File: config.mk
export PLATFORM = sky130hd
export DESIGN_NAME = controla_fase
export DESIGN_NICKNAME = d
export VERILOG_FILES = /design/src/rtl/controla_fase.sv
export SDC_FILE = /design/constraint.sdc
export NUM_CORES = 1
export LEC_CHECK = 0
export BUFFER_PORTS_ARGS = -buffer_cell sky130_fd_sc_hd__clkbuf_2
export CORE_AREA = 2 2 39 41
export DETAILED_ROUTE_END_ITERATION = 6
export DIE_AREA = 0 0 41 43
export GPL_ROUTABILITY_DRIVEN = 0
export PLACE_DENSITY = 0.76
export SETUP_SLACK_MARGIN = 0.15
export SYNTH_ARGS = -nofsm -noshare
export SYNTH_HDL_FRONTEND = slang
export SYNTH_SLANG_ARGS = --single-unit
File: constraint.sdc
create_clock -name clk -period 2.5 [get_ports clk]
set_clock_uncertainty 0.1 [all_clocks]
set_input_delay 0.5 -clock clk [delete_from_list [all_inputs] [get_ports clk]]
set_output_delay 0.5 -clock clk [all_outputs]
set_load 0.02 [all_outputs]
File: src/rtl/controla_fase.sv
// controla_fase: traffic-light phase sequencer; loads a 2-digit BCD duration and counts it down on ticks.
// Optional build macro CONTROLA_FASE_PAUSA_EN adds a pausa input that freezes counting in CONTA.
module controla_fase #(
   parameter logic [1:0] ULTIMO_ESTADO = 2'd3
) (
   input  logic       clk,
   input  logic       rst,
   input  logic       tick,
   input  logic       caso_esp,
`ifdef CONTROLA_FASE_PAUSA_EN
   input  logic       pausa,
`endif
   input  logic [3:0] unid_preset,
   input  logic [1:0] dez_preset,
   output logic [1:0] estado,
   output logic       caso_esp_lat,
   output logic [3:0] unid,
   output logic [1:0] dez,
   output logic       carga,
   output logic       fim
);

   typedef enum logic {CARGA, CONTA} fsm_t;

   fsm_t       fsm;
   logic       conta_en;
   logic       preset_zero;
   logic       expira;
   logic [1:0] prox_estado;

   // Units presets above 9 are not valid BCD; they saturate to 9.
   function automatic logic [3:0] satura_bcd(input logic [3:0] v);
      return (v > 4'd9) ? 4'd9 : v;
   endfunction

`ifdef CONTROLA_FASE_PAUSA_EN
   assign conta_en = tick & ~pausa;
`else
   assign conta_en = tick;
`endif

   assign preset_zero = (dez_preset == 2'd0) && (unid_preset == 4'd0);
   assign expira      = (dez == 2'd0) && (unid == 4'd1);
   assign prox_estado = (estado == ULTIMO_ESTADO) ? 2'd0 : estado + 2'd1;

   always_ff @(posedge clk) begin
      if (rst) begin
         fsm          <= CARGA;
         estado       <= 2'd0;
         caso_esp_lat <= 1'b0;
         unid         <= 4'd0;
         dez          <= 2'd0;
         carga        <= 1'b0;
         fim          <= 1'b0;
      end else begin
         carga <= 1'b0;
         fim   <= 1'b0;
         case (fsm)
            CARGA: begin
               // A zero-length phase advances straight away and stays in CARGA for the next preset.
               if (preset_zero) begin
                  estado       <= prox_estado;
                  caso_esp_lat <= caso_esp;
                  fim          <= 1'b1;
                  carga        <= 1'b1;
               end else begin
                  unid <= satura_bcd(unid_preset);
                  dez  <= dez_preset;
                  fsm  <= CONTA;
               end
            end
            CONTA: begin
               if (conta_en) begin
                  if (expira) begin
                     estado       <= prox_estado;
                     caso_esp_lat <= caso_esp;
                     fim          <= 1'b1;
                     carga        <= 1'b1;
                     fsm          <= CARGA;
                  end else if (unid == 4'd0) begin
                     unid <= 4'd9;
                     dez  <= dez - 2'd1;
                  end else begin
                     unid <= unid - 4'd1;
                  end
               end
            end
            default: fsm <= CARGA;
         endcase
      end
   end

endmodule

After elaboration in Yosys (flattened, before gate mapping)
Cells that the tools add are included.
{"block": "word_totals", "mem_bits_rw": 0, "in_bits": 10, "wordCells": 56, "register_bits": 11, "latch_bits": 0, "mem_count": 0, "output_inout_bits": 11, "mem_bits_ro": 0}
{"block": "op_classes", "n_eq_ne": 8, "bitwise_logic": 1, "magnitude_cmp": 1, "muxes": 28, "addsub": 3, "n_shift": 0, "div": 0, "multipliers": 0, "reduce_logical": 9}
{"op": "$mux 4", "count": 5}
{"op": "$mux 2", "count": 8}
{"op": "$mux 1", "count": 9}
{"op": "$logic_not 4->1", "count": 2}
{"op": "$ne 2x2->1 const B", "count": 4}
{"op": "$pmux 2 s2", "count": 2}
{"op": "$pmux 4 s2", "count": 1}
{"op": "$pmux 1 s2", "count": 3}
{"op": "$reduce_and 3->1", "count": 2}
{"op": "$eq 4x1->1 const B", "count": 1}
{"op": "$gt 4x4->1 const B", "count": 1}
{"op": "$logic_not 2->1", "count": 2}
{"op": "$ne 2x1->1 const B", "count": 2}
{"op": "$reduce_and 4->1", "count": 1}
{"op": "$sub 4x1->4 const B", "count": 1}
{"op": "$add 2x1->2 const B", "count": 1}
{"op": "$eq 2x2->1 const B", "count": 1}
{"op": "$logic_and 1x1->1", "count": 2}
{"op": "$sub 2x1->2 const B", "count": 1}
{"op": "$not 1->1", "count": 1}

Depth between registers and ports, before layout
Gate-level depths: netlist (run 1).
{"block": "depth", "ltp_word": 5, "depth_mapped": 5, "mapped_depth_nobuf": 5}

Worst setup path before layout (run 1)
OpenSTA, ideal clock, no wires.
{"block": "synth_timing", "path_kind": "input port to flip-flop", "from": "in unid_preset[3]", "to": "reg estado[0]", "required_ns": 2.330, "arrival_ns": 1.560, "cell_stages": 4, "setup_ns": 0.070, "slack_ns": 0.770, "n_path_buf": 0, "path_cell_list": "nor4_2 -> a32oi_2 -> or4_1 -> a21oi_1"}
{"block": "synth_via", "elab_chain_len": 4}
{"item": "from (decl)", "line_no": "13", "text": "input logic [3:0] unid_preset,"}
{"item": "$logic_not 4->1", "line_no": "42", "text": "assign preset_zero = (dez_preset == 2'd0) && (unid_preset == 4'd0);"}
{"item": "$logic_and 1x1->1", "line_no": "42"}
{"item": "$ne 2x2->1 (no source line)"}
{"item": "$reduce_and 3->1 (no source line)"}
{"item": "to (signal assigned)", "line_no": "62", "text": "estado <= prox_estado;"}
{"item": "to (signal assigned)", "line_no": "75", "text": "estado <= prox_estado;"}
{"item": "to (decl)", "line_no": "15", "text": "output logic [1:0] estado,"}
No other way between the ends.
A chain may end at the register's enable or synchronous reset.

Worst setup path in the final report (run 1)
{"block": "layout_timing", "from": "reg unid[1]", "to": "reg estado[0]"}
{"block": "layout_via", "elab_chain_len": 4}
{"item": "from (decl)", "line_no": "17", "text": "output logic [3:0] unid,"}
{"item": "from (signal assigned)", "line_no": "67", "text": "unid <= satura_bcd(unid_preset);"}
{"item": "from (signal assigned)", "line_no": "84", "text": "unid <= unid - 4'd1;"}
{"item": "$eq 4x1->1", "line_no": "43", "text": "assign expira = (dez == 2'd0) && (unid == 4'd1);"}
{"item": "$logic_and 1x1->1", "line_no": "43"}
{"item": "$ne 2x1->1 (no source line)"}
{"item": "$reduce_and 3->1 (no source line)"}
No other way between the ends.

==> flow_summary.toml, run 1 <==
[placement]
dp.cells = 108
place.port_buffers = 20
dp_wirelength_um = 1040

[layout]
num_antenna_cells = 0
final.fill_count = 136
flow.area_growth_from_synthesis_pct = 19.6
drive_above_1_share_pct = 29.2
commonest_non_fill_non_tap_cell_in_the_layout = "sky130_fd_sc_hd__clkbuf_2"
fin_cells = 112
num-nets-final = 109
final_cell_mix = "20 x sky130_fd_sc_hd__clkbuf_2, 11 x sky130_fd_sc_hd__dfxtp_1, 10 x sky130_fd_sc_hd__a21oi_1"

[clock_network]
htree_num_levels = 1
worstSkewPairLatency_ns = 0.27
postCtsResizedCells = 0
cts.reportedPaths.clkPinSlew_ns = 0.07
postCtsHoldBufs = 0
numClockSinks = 11
cts_tree = "done"
cts_buffers = 3
ctsRootBufferMaster = "sky130_fd_sc_hd__clkbuf_4"
cts_post_setup_buffers_inserted = 0
ctsLongestPathBuffers = 2

[floorplanning]
core_area_sq_um = 1380
starting_density_of_the_core_pct = 46.1
boundary_pins = 21
placementRows = 14
die_x_um = 41
design.die.area_sq_um = 1760
die_height_um = 43

[pwr]
power.density_nw_per_um2 = 617
power_leakage_nw = 0.333
pwr-share-comb_pct = 28.8
netSwitchingFraction_pct = 34.5
power.ir.vdd_worst_v = 0.000405
share_seq_of_total_power_pct = 44.4
cellInternalPower_mw = 0.308
share_clk_of_total_power_pct = 26.7
fin_total_pwr_mw = 0.471
switchingPower_mw = 0.163

[yosys]
synth_top_cell_area_share_pct = 34.5
synthDistinctLibCells = 32
yosys-top-cells-area = "sky130_fd_sc_hd__dfxtp_1 35%, sky130_fd_sc_hd__a21oi_1 7.8%, sky130_fd_sc_hd__nand2_1 4.7%, sky130_fd_sc_hd__ha_1 3.9%, sky130_fd_sc_hd__o21ai_0 3.9%"
syn-cell-area_sq_um = 638
synth_seq_area_share_pct = 34.5
ys_ff_latch = 11
synth_async_sr_flop_share_pct = 0
yosys.area.top_type = "sky130_fd_sc_hd__dfxtp_1"
dominantRegCellSynth = "sky130_fd_sc_hd__dfxtp_1"
synth.net_count = 87
synth_edf_count = 0
synth-warning-count = 0
synth_cells = 75
avgSynthCellArea_sq_um = 8.51

[sta]
rsz0062_at_grt = "false"
setup_viol = 0
max_freq_mhz = 545
fin_tns_setup_ns = 0
finalMaxSlewViolations = 0
report.final.hold_viol_count = 0
period_share_pct = 73.5
period_needed_ns = 1.84
worst_pin_slew_ns = 0.423
slew-limit-headroom_pct = 71.8

[outcome]
run_status = "finished, final reports clean"

[route]
drt.antenna.violating_nets = 0
route.vias.total = 663
drt-wirelength-per-cell_um = 13.2
drt-pass1-iter-count = 4
wirelength_um = 1480
avgViaCountPerCell = 5.92
drt_iter0_drc = 16
drt_drc_violations_left = 0

[worst_setup_path]
worstSetupEndpointType = "flip-flop"
timing.rr.start = "unid[1]"
worstSetupStartpointType = "flip-flop"
reg2reg_setup_slack_ns = 0.66
worst_ep_arrival_time_ns = 1.94
regToRegEndpoint = "estado[0]"
timing.setup.critical_path_class = "reg2reg"
reg2reg_depth = 4
cp.required_ns = 2.61
cp_max_fo = 9
timing.critical_path.from = "unid[1]"

[hold_path]
whs_endpoint = "caso_esp_lat"
hold_path_depth = 3
holdCritStartpoint = "caso_esp"
worstHoldPathType = "in2reg"

[grt]
residual_overflow_from_global_routing = 0
grt_use_total_pct = 19.1
grt_start_max_net_pins = 18
grt_pass1_wl_um = 2270
grt_pass1_vias = 547
antenna_found_initial = 0

[flow_run]
drv_cap = 0
## layout make-up
| class | instances | area (sq um) | share of cell area [%] |
|---|---|---|---|
| Timing Repair Buffer | 21 | 108 | 14.1 |
| Tap cell | 16 | 20.0 | 2.62 |
| Multi-Input combinational cell | 56 | 374 | 49.0 |
| Inverter | 4 | 15.0 | 1.97 |
| Clock buffer | 4 | 26.3 | 3.44 |
| Sequential cell | 11 | 220 | 28.9 |
## per-stage QoR
step           utilization (%)  hold slack, ns  worst slack (ns)  cell area (sq um)
2_1_floorplan                -           0.446             0.770                638
3_3_place_gp              53.3           0.363             0.584                737
3_5_place_dp              53.3           0.370             0.539                737
4_1_cts                   55.2           0.369             0.661                763
5_1_grt                   55.2           0.405             0.556                763
6_report                  55.2           0.360             0.664                763
## state kept, by name (all words and copies together), names as in the netlist
| name | flops |
|---|---|
| unid | 4 |
| dez | 2 |
| estado | 2 |
| caso_esp_lat | 1 |
| fim | 1 |
| fsm | 1 |
## routing by layer
layer | global-route usage, % | share of wire [%] | routed length, um
met1 | 23.9 | 44 | 647
met2 | 28.7 | 48 | 704
met3 | 6.28 | 7.2 | 106
met4 | 8.00 | 1.3 | 19
met5 | 0 | 0 | 0
## how the worst max path moves through the flow
stage,endpoint,cells after the start
final,estado[0],4
after global routing,estado[0],4
after detailed placement,estado[0],5
after CTS,estado[0],4
after floorplan,estado[0],4
after global placement,estado[0],5
## logic make-up (layout without fill, tap and decap cells)
family / count (synthesis) / after routing / synth area share, %
and+or+nand+nor: 25 / 25 / 23.9
adders and majority gates: 2 / 2 / 3.92
AOI/OAI and AO/OA: 28 / 28 / 29.2
muxes: 1 / 1 / 1.57
DFF: 11 / 11 / 34.5
buffers and inverters: 8 / 29 / 6.86
## synthesized netlist by cell type, types with 2 or more instances
master	n
sky130_fd_sc_hd__a21oi_1	10
sky130_fd_sc_hd__a31oi_1	2
sky130_fd_sc_hd__buf_4	2
sky130_fd_sc_hd__dfxtp_1	11
sky130_fd_sc_hd__ha_1	2
sky130_fd_sc_hd__inv_1	4
sky130_fd_sc_hd__nand2_1	8
sky130_fd_sc_hd__nand2b_1	2
sky130_fd_sc_hd__nand3_1	2
sky130_fd_sc_hd__nor2_1	3
sky130_fd_sc_hd__nor3_1	2
sky130_fd_sc_hd__nor3b_1	2
sky130_fd_sc_hd__o21ai_0	5
sky130_fd_sc_hd__o32ai_1	2
## worst max-delay path: stages (launching register included)
cell and delay, ns:
sky130_fd_sc_hd__dfxtp_1 0.37, sky130_fd_sc_hd__nor4b_4 0.39, sky130_fd_sc_hd__a32oi_2 0.26, sky130_fd_sc_hd__or4_1 0.52, sky130_fd_sc_hd__a21oi_1 0.13
## power groups by stage
| stage | combinational (mW) | sequential, mW | clock (mW) |
|---|---|---|---|
| 4_1_cts | 0.136 | 0.210 | 0.126 |
| 3_3_place_gp | 0.134 | 0.213 | 0 |
| 2_1_floorplan | 0.0807 | 0.228 | 0 |
| 6_report | 0.136 | 0.209 | 0.126 |
| 5_1_grt | 0.152 | 0.213 | 0.134 |
| 3_5_place_dp | 0.135 | 0.213 | 0 |
Power figures use the tool's default switching activity.
==> run 2: changes to the inputs <==
--- a/config.mk
+++ b/config.mk
@@ -6,11 +6,11 @@
 export NUM_CORES = 1
 export LEC_CHECK = 0
 export BUFFER_PORTS_ARGS = -buffer_cell sky130_fd_sc_hd__clkbuf_2
-export CORE_AREA = 2 2 39 41
+export CORE_MARGIN = 2
+export CORE_UTILIZATION = 47
 export DETAILED_ROUTE_END_ITERATION = 6
-export DIE_AREA = 0 0 41 43
 export GPL_ROUTABILITY_DRIVEN = 0
-export PLACE_DENSITY = 0.76
+export PLACE_DENSITY = 0.75
 export SETUP_SLACK_MARGIN = 0.15
 export SYNTH_ARGS = -nofsm -noshare
 export SYNTH_HDL_FRONTEND = slang
==> constraint.sdc (replaced) <==
create_clock -name clk -period 1.8 [get_ports clk]
set_clock_uncertainty 0.1 [all_clocks]
set_input_delay 0.36 -clock clk [delete_from_list [all_inputs] [get_ports clk]]
set_output_delay 0.36 -clock clk [all_outputs]
set_load 0.02 [all_outputs]
==> run 2 against run 1 <==
  * Die area fell by 5.4%
  * Clock-buffer cell count is the same
  * Fmax is 13% higher
  * Critical path depth stayed put
  * Wire length increased by 5.4%
  * Worst hold slack worse by 0.14 ns
  * Critical path type unchanged
  * Largest cell class unchanged
  * Largest power group unchanged
==> flow_summary.toml, run 2 (same netlist as run 1, synthesis figures left out) <==
[worst_setup_path]
worstSetupEndpointType = "flip-flop"
timing.setup.critical_path_class = "reg2reg"
worstSetupStartpointType = "flip-flop"
regToRegEndpoint = "estado[0]"
cp_max_fo = 5
cpMaxStageDelayCell = "sky130_fd_sc_hd__or4_1"
timing.critical_path.cells = "nor4b_4 > a32oi_2 > or4_1 > a21oi_1"
worstSetupEndpoint = "estado[0]"
timing.rr.start = "unid[3]"
cp.required_ns = 1.91
crit_path_max_incr_delay_ns = 0.47
timing.critical_path.from = "unid[3]"
worst_ep_arrival_time_ns = 1.73
reg2reg_setup_slack_ns = 0.18
reg2reg_depth = 4

[layout]
num-nets-final = 111
commonest_non_fill_non_tap_cell_in_the_layout = "sky130_fd_sc_hd__clkbuf_2"
multi_input_area_sq_um = 390
top_register = "unid"
final_cell_mix = "20 x sky130_fd_sc_hd__clkbuf_2, 10 x sky130_fd_sc_hd__a21oi_1, 7 x sky130_fd_sc_hd__nand2_1"
largest_reg_flops = 4
num_antenna_cells = 0
largestRegisters = "unid: 4 flops, dez: 2 flops, estado: 2 flops"
final_util_pct = 62.3
fin_cells = 113
drive_above_1_share_pct = 38.8
seqCellArea_sq_um = 228
final.fill_count = 122
flow.area_growth_from_synthesis_pct = 25.5

[hold_path]
holdCritStartpoint = "caso_esp"
hold_path_depth = 3
worstHoldPathType = "in2reg"

[clock_network]
cts.reportedPaths.clkPinSlew_ns = 0.07
ctsLongestPathBuffers = 2
htree_num_levels = 1
cts_tree = "done"
worstSkewPairLatency_ns = 0.27
cts_buffers = 3
numClockSinks = 11
ctsRootBufferMaster = "sky130_fd_sc_hd__clkbuf_4"

[grt]
global_route.usage.met1_pct = 25.2
grt_busiest_layer = "met2"
antenna_found_initial = 0
global_route_met3_utilization_pct = 4.89
grt_pass1_vias = 527
residual_overflow_from_global_routing = 0
grt_start_max_net_pins = 15
grt_pass1_wl_um = 2170
groute.layer.met2.usage_pct = 31.6
grt_use_total_pct = 20.1

[route]
drt_iter0_drc = 16
route.vias.total = 677
avgViaCountPerCell = 5.99
drt_drc_violations_left = 0
drt.antenna.violating_nets = 0
drt-pass1-iter-count = 4
drt-wirelength-per-cell_um = 13.8
wirelength_um = 1560

[sta]
rsz0062_at_grt = "true"
setup_viol = 0
fin_tns_setup_ns = 0
report.final.hold_viol_count = 0
max_freq_mhz = 617
period_share_pct = 90.1
worst_pin_slew_ns = 0.295
period_needed_ns = 1.62
finalMaxSlewViolations = 0
slew-limit-headroom_pct = 80.2

[flow_run]
drv_cap = 0

[pwr]
switchingPower_mw = 0.236
power_leakage_nw = 0.346
netSwitchingFraction_pct = 34.8
power.density_nw_per_um2 = 848
pwr-share-comb_pct = 30.5
power.ir.vdd_worst_v = 0.000447
share_seq_of_total_power_pct = 43.8
cellInternalPower_mw = 0.442
share_clk_of_total_power_pct = 25.7

[floorplanning]
core_area_sq_um = 1280
boundary_pins = 21
starting_density_of_the_core_pct = 49.7
placementRows = 13
die_x_um = 40.8
die_height_um = 40.8
design.die.area_sq_um = 1670

[outcome]
run_status = "finished, final reports clean"

[placement]
place.port_buffers = 20
dp_wirelength_um = 1060
dp.cells = 108
[run 2: changes by cell type in the layout (fill, tap and decap cells not counted)]
| cell | before | now |
|---|---|---|
| sky130_fd_sc_hd__nand2_2 | 0 | 1 |
| sky130_fd_sc_hd__dfxtp_2 | 0 | 6 |
| sky130_fd_sc_hd__o31ai_4 | 0 | 1 |
| sky130_fd_sc_hd__nand2_1 | 8 | 7 |
| sky130_fd_sc_hd__dfxtp_1 | 11 | 5 |
| sky130_fd_sc_hd__o311ai_1 | 0 | 1 |
| sky130_fd_sc_hd__o31ai_1 | 1 | 0 |
| sky130_fd_sc_hd__buf_4 | 1 | 3 |
| sky130_fd_sc_hd__o311ai_0 | 1 | 0 |
[run 2: how the worst min path moves through the flow]
stage	end	slack [ns]
after floorplan	dez[1]	0.40
after global placement	dez[0]	0.35
after detailed placement	dez[0]	0.35
after CTS	caso_esp_lat	0.22
after global routing	caso_esp_lat	0.23
final	caso_esp_lat	0.22
[run 2: metal layers]
| metal | up-vias | routed length, um |
|---|---|---|
| met5 | - | 0 |
| met4 | 0 | 20 |
| met3 | 4 | 94 |
| met2 | 25 | 755 |
| met1 | 315 | 687 |
| li1 | 333 | - |
[run 2: cell type report]
class / instances / share of cell area (%)
clock buffers: 4 / 3.28
flip-flops and latches: 11 / 28.4
inverters: 4 / 1.88
repair buffers: 23 / 15.3
multi-input cells: 56 / 48.7
well taps: 15 / 2.34
[run 2: stage by stage]
stage / instance area [sq um] / power [mW] / hold WS, ns / setup WS (ns)
CTS: 776 / 0.662 / 0.220 / 0.168
detailed placement: 749 / 0.490 / 0.351 / 0.106
global route: 801 / 0.717 / 0.228 / 0.127
finish: 801 / 0.679 / 0.220 / 0.179
floorplan: 644 / 0.433 / 0.399 / 0.134
global placement: 749 / 0.488 / 0.347 / 0.130
[run 2: timing repair]
action,in CTS,in global routing
endpoints found under the setup margin,1,2
hold buffers,0,0
resized for setup,1,4
pin swaps,0,2
buffers inserted,0,1
[run 2: worst max-delay path, delay by kind of cell (launching register included)]
kind,cells,cell delay (ns)
AO/OA/AOI/OAI,2,0.29
flip-flops,1,0.35
AND/OR/NAND/NOR,2,0.81
[run 2: power by group through the flow]
stage	registers (mW)	clock network [mW]	logic (mW)
final	0.297	0.175	0.207
after global routing	0.302	0.190	0.225
after CTS	0.296	0.176	0.190
after detailed placement	0.302	0	0.189
after global placement	0.300	0	0.188
after floorplan	0.320	0	0.113
==> run 3: changes to the inputs <==
--- a/config.mk
+++ b/config.mk
@@ -6,11 +6,11 @@
 export NUM_CORES = 1
 export LEC_CHECK = 0
 export BUFFER_PORTS_ARGS = -buffer_cell sky130_fd_sc_hd__clkbuf_2
-export CORE_MARGIN = 2
-export CORE_UTILIZATION = 47
+export CORE_AREA = 2 2 39 41
 export DETAILED_ROUTE_END_ITERATION = 6
+export DIE_AREA = 0 0 41 43
 export GPL_ROUTABILITY_DRIVEN = 0
-export PLACE_DENSITY = 0.75
+export PLACE_DENSITY = 0.76
 export SETUP_SLACK_MARGIN = 0.15
 export SYNTH_ARGS = -nofsm -noshare
 export SYNTH_HDL_FRONTEND = slang
==> constraint.sdc (replaced) <==
create_clock -name clk -period 1.91 [get_ports clk]
set_clock_uncertainty 0.1 [all_clocks]
set_input_delay 0.382 -clock clk [delete_from_list [all_inputs] [get_ports clk]]
set_output_delay 0.382 -clock clk [all_outputs]
set_load 0.02 [all_outputs]
==> run 3 against run 2 <==
  * Cell count did not move
  * Cell area fell by 3.6%
  * Critical path depth is 2 higher
  * Total power decreased by 7.9%
  * Sequential power fell by 6%
  * Critical endpoint is now dez[0]
  * Register-to-register slack better by 0.09 ns
  * Largest power group unchanged
==> flow_summary.toml, run 3 (same netlist as run 1, synthesis figures left out) <==
[clock_network]
ctsLongestPathBuffers = 2
postCtsResizedCells = 0
htree_num_levels = 1
numClockSinks = 11
cts_post_setup_buffers_inserted = 0
cts_buffers = 3
cts_tree = "done"
worstSkewPairLatency_ns = 0.28
cts.reportedPaths.clkPinSlew_ns = 0.07
postCtsHoldBufs = 0
ctsRootBufferMaster = "sky130_fd_sc_hd__clkbuf_4"

[sta]
max_freq_mhz = 610
rsz0062_at_grt = "false"
period_share_pct = 85.9
finalMaxSlewViolations = 0
setup_viol = 0
report.final.hold_viol_count = 0
slew-limit-headroom_pct = 79.4
fin_tns_setup_ns = 0
period_needed_ns = 1.64
worst_pin_slew_ns = 0.306

[worst_setup_path]
reg2reg_depth = 6
worstSetupStartpointType = "flip-flop"
worst_ep_arrival_time_ns = 1.72
timing.setup.critical_path_class = "reg2reg"
cp_max_fo = 8
worstSetupEndpointType = "flip-flop"
cp.required_ns = 1.99

[layout]
final_cell_mix = "20 x sky130_fd_sc_hd__clkbuf_2, 10 x sky130_fd_sc_hd__a21oi_1, 10 x sky130_fd_sc_hd__dfxtp_1"
design_area_sq_um = 772
num_antenna_cells = 0
largest_reg_flops = 4
num-nets-final = 110
flow.area_growth_from_synthesis_pct = 21.0
commonest_non_fill_non_tap_cell_in_the_layout = "sky130_fd_sc_hd__clkbuf_2"
largestRegisters = "unid: 4 flops, dez: 2 flops, estado: 2 flops"
drive_above_1_share_pct = 30.9
top_register = "unid"

[placement]
place.port_buffers = 20
postPlaceCellArea_sq_um = 744
dp_wirelength_um = 1100

[hold_path]
worstHoldPathType = "in2reg"
hold_path_depth = 3

[route]
drt_iter0_drc = 14
drt_drc_violations_left = 0
avgViaCountPerCell = 5.65
wirelength_um = 1440
route.vias.total = 639
drt.antenna.violating_nets = 0
drt-wirelength-per-cell_um = 12.7
drt-pass1-iter-count = 3

[pwr]
share_clk_of_total_power_pct = 27.0
power_leakage_nw = 0.338
pwr-share-comb_pct = 28.6
power.density_nw_per_um2 = 810
cellInternalPower_mw = 0.407
share_seq_of_total_power_pct = 44.4
fin_total_pwr_mw = 0.625
power.ir.vdd_worst_v = 0.000357
netSwitchingFraction_pct = 34.9
switchingPower_mw = 0.218

[floorplanning]
design.die.area_sq_um = 1760
placementRows = 14
die_height_um = 43
starting_density_of_the_core_pct = 46.1
boundary_pins = 21
core_area_sq_um = 1380
die_x_um = 41

[grt]
antenna_found_initial = 0
grt_pass1_wl_um = 2520
grt_pass1_vias = 583
residual_overflow_from_global_routing = 0
grt_start_max_net_pins = 13
grt_use_total_pct = 21.3

[outcome]
run_status = "finished, final reports clean"

[flow_run]
drv_cap = 0
==> run 3: per-stage QoR <==
| stage | hold WS (ns) | utilization (%) | setup WS (ns) | cells |
|---|---|---|---|---|
| after CTS | 0.238 | 55.7 | 0.219 | 113 |
| after global placement | 0.363 | 53.8 | 0.215 | 109 |
| final | 0.238 | 55.8 | 0.270 | 113 |
| after global routing | 0.260 | 55.8 | 0.169 | 113 |
| after floorplan | 0.430 | - | 0.186 | 75 |
| after detailed placement | 0.375 | 53.8 | 0.204 | 109 |
==> run 3: metal layers <==
layer	vias to the layer above	wire length (um)	track usage (%)
met5	-	0	0
met4	0	14	10.7
met3	2	77	7.85
met2	21	675	29.4
met1	292	671	28.2
li1	324	-	-
==> run 3: critical path: stages, from the launching register on <==
cell,delay [ns]
sky130_fd_sc_hd__dfxtp_1,0.38
sky130_fd_sc_hd__inv_1,0.06
sky130_fd_sc_hd__ha_1,0.23
sky130_fd_sc_hd__a32oi_2,0.21
sky130_fd_sc_hd__buf_4,0.19
sky130_fd_sc_hd__nand2_1,0.09
sky130_fd_sc_hd__o41ai_1,0.29
==> run 3: final timing paths <==
| path | from | endpoint | slack [ns] |
|---|---|---|---|
| worst min-delay path | caso_esp | caso_esp_lat | 0.24 |
| worst max-delay path | dez[0] | dez[0] | 0.27 |
| worst min register to register | caso_esp_lat | caso_esp_lat | 0.39 |
| worst max register to register | dez[0] | dez[0] | 0.27 |
==> run 3: final cells by class <==
type	instances	area, sq um
repair buffers	22	115
well taps	16	20.0
flip-flops and latches	11	221
fillers	120	612
multi-input cells	56	374
clock buffers	4	26.3
inverters	4	15.0
==> run 3: power groups by stage <==
stage	combinational, mW	sequential (mW)	clock, mW
floorplan	0.106	0.299	0
global placement	0.174	0.281	0
detailed placement	0.178	0.282	0
CTS	0.178	0.277	0.170
global route	0.200	0.282	0.191
finish	0.179	0.278	0.169
